**src/rtl/simon_pkg.sv**
```systemverilog
// Shared definitions for the Simon game datapath: default sizes,
// pointer/pattern types and the one-hot pattern test.
package simon_pkg;

  localparam int WIDTH      = 4;
  localparam int DEPTH_LOG2 = 6;

  typedef logic [DEPTH_LOG2-1:0] ptr_t;
  typedef logic [WIDTH-1:0]      pat_t;

  // True when exactly one bit is set. A power of two has no bits left
  // after clearing its lowest set bit.
  function automatic logic popcount_is_one(input logic [31:0] p);
    return (p != 32'd0) && ((p & (p - 32'd1)) == 32'd0);
  endfunction

endpackage

```
**src/rtl/simon_regfile.sv**
```systemverilog
// Pattern storage: one synchronous write port and one asynchronous read
// port. Contents are not reset.
module simon_regfile
  import simon_pkg::*;
#(
  parameter int WIDTH      = simon_pkg::WIDTH,
  parameter int DEPTH_LOG2 = simon_pkg::DEPTH_LOG2
) (
  input  logic                  clk,
  input  logic                  we,
  input  logic [DEPTH_LOG2-1:0] waddr,
  input  logic [WIDTH-1:0]      wdata,
  input  logic [DEPTH_LOG2-1:0] raddr,
  output logic [WIDTH-1:0]      rdata
);

  localparam int DEPTH = 2 ** DEPTH_LOG2;

  logic [WIDTH-1:0] mem [DEPTH];

  // Write the selected entry on the rising edge.
  always_ff @(posedge clk) begin
    if (we) mem[waddr] <= wdata;
  end

  // Read is combinational so a fresh write is visible right after the edge.
  assign rdata = mem[raddr];

endmodule

```
**src/rtl/simon_datapath.sv**
```systemverilog
// Simon game datapath: pattern register file, the saturating last/i
// pointers and the status flags the control FSM branches on.
module simon_datapath
  import simon_pkg::*;
#(
  parameter int WIDTH      = simon_pkg::WIDTH,
  parameter int DEPTH_LOG2 = simon_pkg::DEPTH_LOG2
) (
  input  logic             clk,
  input  logic             rst,
  input  logic [WIDTH-1:0] pattern,
  input  logic             last_inc,
  input  logic             i_inc,
  input  logic             i_clr,
  input  logic             mem_ld,
  input  logic             s_led_eq_pat,
  output logic             i_lt_last,
  output logic             arr_full,
  output logic             correct_pat,
  output logic             legal,
  output logic [WIDTH-1:0] pattern_leds
);

  localparam logic [DEPTH_LOG2-1:0] PTR_MAX = '1;
  localparam logic [DEPTH_LOG2-1:0] PTR_ONE = DEPTH_LOG2'(1);

  logic [DEPTH_LOG2-1:0] last;
  logic [DEPTH_LOG2-1:0] i;
  logic [WIDTH-1:0]      mem_rd;
  logic                  i_full;

  assign arr_full = (last == PTR_MAX);
  assign i_full   = (i == PTR_MAX);

  simon_regfile #(
    .WIDTH      (WIDTH),
    .DEPTH_LOG2 (DEPTH_LOG2)
  ) u_regfile (
    .clk   (clk),
    .we    (mem_ld),
    .waddr (last),
    .wdata (pattern),
    .raddr (i),
    .rdata (mem_rd)
  );

  // Newest-entry pointer; holds at the top entry instead of wrapping.
  always_ff @(posedge clk or posedge rst) begin
    if (rst)                        last <= '0;
    else if (last_inc && !arr_full) last <= last + PTR_ONE;
  end

  // Playback pointer; clear has priority over increment, which saturates.
  always_ff @(posedge clk or posedge rst) begin
    if (rst)                    i <= '0;
    else if (i_clr)             i <= '0;
    else if (i_inc && !i_full)  i <= i + PTR_ONE;
  end

  assign i_lt_last    = (i < last);
  assign correct_pat  = (pattern == mem_rd);
  assign legal        = popcount_is_one(32'(pattern));
  assign pattern_leds = s_led_eq_pat ? pattern : mem_rd;

endmodule
```
**config.mk**
```make
export PLATFORM = sky130hd
export DESIGN_NAME = simon_datapath
export DESIGN_NICKNAME = d
export VERILOG_FILES = /design/src/rtl/simon_pkg.sv /design/src/rtl/simon_regfile.sv /design/src/rtl/simon_datapath.sv
export SDC_FILE = /design/constraint.sdc
export NUM_CORES = 1
export LEC_CHECK = 0
export ABC_AREA = 1
export CAP_MARGIN = 20
export CORE_MARGIN = 3
export CORE_UTILIZATION = 34
export DETAILED_ROUTE_END_ITERATION = 8
export HOLD_SLACK_MARGIN = 0.05
export SLEW_MARGIN = 15
export SYNTH_ARGS = -nofsm -noshare
export SYNTH_HDL_FRONTEND = slang
export SYNTH_SLANG_ARGS = --single-unit
```
**constraint.sdc**
```tcl
create_clock -name clk -period 4.9 [get_ports clk]
set_input_delay 1.225 -clock clk [delete_from_list [all_inputs] [get_ports clk]]
set_output_delay 1.225 -clock clk [all_outputs]
set_load 0.005 [all_outputs]
```
==> key figures <==
Power and ir drop
  • Leakage: 4.96 nW
  • Maximum VDD drop: 280 µV
  • PwrDens: 408 nW/µm²

Synth
  • Yosys warns: 0
  • Synthesized instance count: 1139
  • Synth Area in Adders: 0.00747
  • Post-synth cell types: 26
  • Area of the mapped netlist: 11700 µm²
  • Avg Cell Area, Syn: 10.3 µm²
  • Synth Area in Simple Gates: 0.206
  • Largest family of logic cells by synthesized area: simple AND/OR/NAND/NOR gates
  • Post-Synth XOR/XNOR Area: 0.00373
  • Post-synthesis sequential area ratio: 0.681
  • Post-synthesis mux area share: 0
  • Syn_nets: 1157
  • Compound-gate portion of the synthesized area: 0.0479
  • #FFs+latches synth: 268

Timing
  • RSZ-0062 raised after global routing: false
  • PnR worst setup slack: 0.314 ns
  • Final Setup Violations: 0
  • Final Hold Viols: 0
  • Clk_skew: 0.0105 ns
  • Period minus WS final: 4.59 ns
  • Worst slew margin: 0.418
  • Fin crit share: 0.936
  • Tightest Pin Transition: 0.871 ns
  • Fin Setup TNS: 0 ns
  • Fmax: 218 MHz
  • Final Slew Violations: 0

Detailed routing
  • Wl on met1: 12.5 mm
  • Vias: 7883
  • Number of DRC markers in iteration 0: 758
  • TritonRoute pass-1 iters: 5
  • DR DRC count: 0
  • DR top layer: met4
  • Drt total wl: 28.7 mm
  • Met3 wire length: 1.53 mm
  • WL/cell: 17.7 µm
  • Drt via density: 4.87
  • Metal2 WL: 13.8 mm
  • Post-route ant nets: 0

Clocking
  • H-tree levels: 1
  • Clock Root Buffer: clkbuf_16
  • Setup bufs post-CTS: 0
  • Reg clk slew, reported paths: 0.07 ns
  • Clock Path Buffers: 3
  • CTS tree: done
  • Clk Latency, worst-skew pair: 0.53 ns
  • Hold_buf cts: 0
  • CTS Sinks: 268
  • Number of CTS-inserted buffers: 27

Global route
  • Grt ovf: 0
  • Vias in the first global route: 7629
  • Antenna violations before repair: 0
  • Pin count of the biggest net entering global routing: 93
  • First-pass GRT wire length: 43.7 mm
  • Tot GR Track Use: 0.155

Setup path
  • Top cell by count, worst path: nand2_1
  • Crit path cell chain: buf_4 > nor2_1 > buf_4 > inv_1 > a21oi_1 > nor2_1 > nand2_1 > nand3_1 > nand2_1 > nand2_1 > nand2_1 > nand2_1 > nor2_1 > clkdlybuf4s50_1
  • Maximum fanout along the worst path: 14
  • Critical Path RT: 3.67 ns
  • CP max-delay cell: clkdlybuf4s50_1
  • CP endpoint kind: primary output
  • CP startpoint kind: register
  • Setup CP Type: reg -> out
  • Arrival time worst endpoint: 3.36 ns
  • Worst path max stage delay: 0.54 ns

Layout
  • Fillers: 3258
  • Nets: 1168
  • Cell area after layout: 13200 µm²
  • Area Growth Syn to Fin: 12.6%
  • Commonest non-fill, non-tap cell in the layout: nand2_1
  • Layout cells sized above 1: 0.0538
  • Most frequent cells in the layout: 303 x nand2_1, 256 x edfxtp_1, 204 x nor2_1
  • Antenna diode instance count: 0

Place
  • Hpwl dp: 17.3 mm
  • Placed inst area: 12300 µm²
  • Worst slack, placed: 0.764 ns
  • IO buf count: 18
  • Placer congestion estimate: 0.824

Floorplanning
  • DIE HEIGHT: 192 µm
  • Starting density of the core: 0.347
  • Die ar.: 36800 µm²
  • Std-Cell Core Area: 33800 µm²
  • Core Rows: 67
  • Die width: 192 µm
  • Top Ports: 19

Run status
  • Outcome: finished, final reports clean

Worst hold path
  • Hold Crit Class: reg -> reg

Job
  • Max Cap Violations: 0
## routing by layer
metal  GRT usage  vias to the layer above
li1            -                     3831
met1       0.205                     3792
met2       0.264                      209
met3      0.0221                       51
met4      0.0494                        0
met5           0                        -
## timing repair
item                       CTS  global route
gates resized for setup      0             1
setup endpoints to repair    0             1
hold endpoints to repair     0             0
## layout make-up
| cell class | instances | area, µm² | area share |
|---|---|---|---|
| inverter | 91 | 347 | 0.0263 |
| tap | 448 | 561 | 0.0425 |
| multi-input combinational | 728 | 3110 | 0.236 |
| sequential | 268 | 7990 | 0.605 |
| clock inverter | 17 | 161 | 0.0122 |
| timing repair buffer | 34 | 330 | 0.0250 |
| clock buffer | 33 | 698 | 0.0529 |
## cells by family after synthesis
group / after synthesis
and+or+nand+nor: 609
DFF: 268
buffers and inverters: 143
AOI/OAI and AO/OA: 107
adders and majority gates: 7
xor gates and xnor gates: 5
## critical path, delay by kind of cell, from the launching register on
family | cells | cell delay (ns)
AO/OA/AOI/OAI | 1 | 0.21
buffers and inverters | 4 | 1.10
flip-flops | 1 | 0.52
AND/OR/NAND/NOR | 9 | 1.00
## sequential cells by signal, indices dropped and copies added (netlist names)
register       cells
u_regfile.mem    256
i                  6
last               6
## cell usage after synthesis
| library cell | number | area (µm²) |
|---|---|---|
| o21ai_1 | 17 | 85.1 |
| ha_1 | 7 | 87.6 |
| nand3_1 | 96 | 480 |
| clkinv_1 | 1 | 3.75 |
| nor4_1 | 2 | 12.5 |
| xor2_1 | 5 | 43.8 |
| buf_2 | 20 | 100 |
| dfrtp_1 | 12 | 300 |
| buf_6 | 2 | 22.5 |
| clkbuf_1 | 14 | 52.6 |
| buf_4 | 14 | 105 |
| edfxtp_1 | 256 | 7690 |
| inv_2 | 2 | 7.51 |
| inv_1 | 88 | 330 |
| nand4_1 | 2 | 12.5 |
| or2_2 | 1 | 6.26 |
| o211ai_1 | 6 | 45.0 |
| nor3_1 | 1 | 5.00 |
| a31oi_1 | 2 | 12.5 |
| o21ai_0 | 61 | 305 |
| buf_1 | 2 | 7.51 |
| a2111oi_0 | 1 | 8.76 |
| nor2_1 | 204 | 766 |
| a211oi_1 | 2 | 15.0 |
| a21oi_1 | 18 | 90.1 |
| nand2_1 | 303 | 1140 |
## per-stage QoR
step / power, mW / cells / util / hold WS, ns
finish: 5.39 / 1619 / 0.391 / 0.624
global route: 5.62 / 1619 / 0.391 / 0.636
CTS: 5.43 / 1619 / 0.391 / 0.613
detailed placement: 3.43 / 1569 / 0.365 / 0.603
global placement: 3.42 / 1569 / 0.365 / 0.572
floorplan: 3.14 / 1139 / - / 0.556
## power breakdown
group | total, mW | leakage [nW] | internal (mW) | switching (mW)
registers | 2.67 | 2.45 | 2.61 | 0.0567
logic | 0.708 | 2.09 | 0.170 | 0.538
clock network | 2.01 | 0.418 | 1.17 | 0.841
## final timing paths
check / start / endpoint / slack (ns) / cells after the start
setup / recovery: i[2]$_DFFE_PP0P_ / correct_pat / 0.31 / 14
hold / removal: last[3]$_DFFE_PP0P_ / last[3]$_DFFE_PP0P_ / 0.62 / 1
setup reg to reg: i[2]$_DFFE_PP0P_ / i[5]$_DFFE_PP0P_ / 2.63 / 8
hold reg to reg: last[3]$_DFFE_PP0P_ / last[3]$_DFFE_PP0P_ / 0.62 / 1
max in group asynchronous: rst / i[0]$_DFFE_PP0P_ / 3.46 / 2
min in group asynchronous: rst / last[3]$_DFFE_PP0P_ / 1.03 / 2
Note: power is estimated with default switching activity, not from simulation.
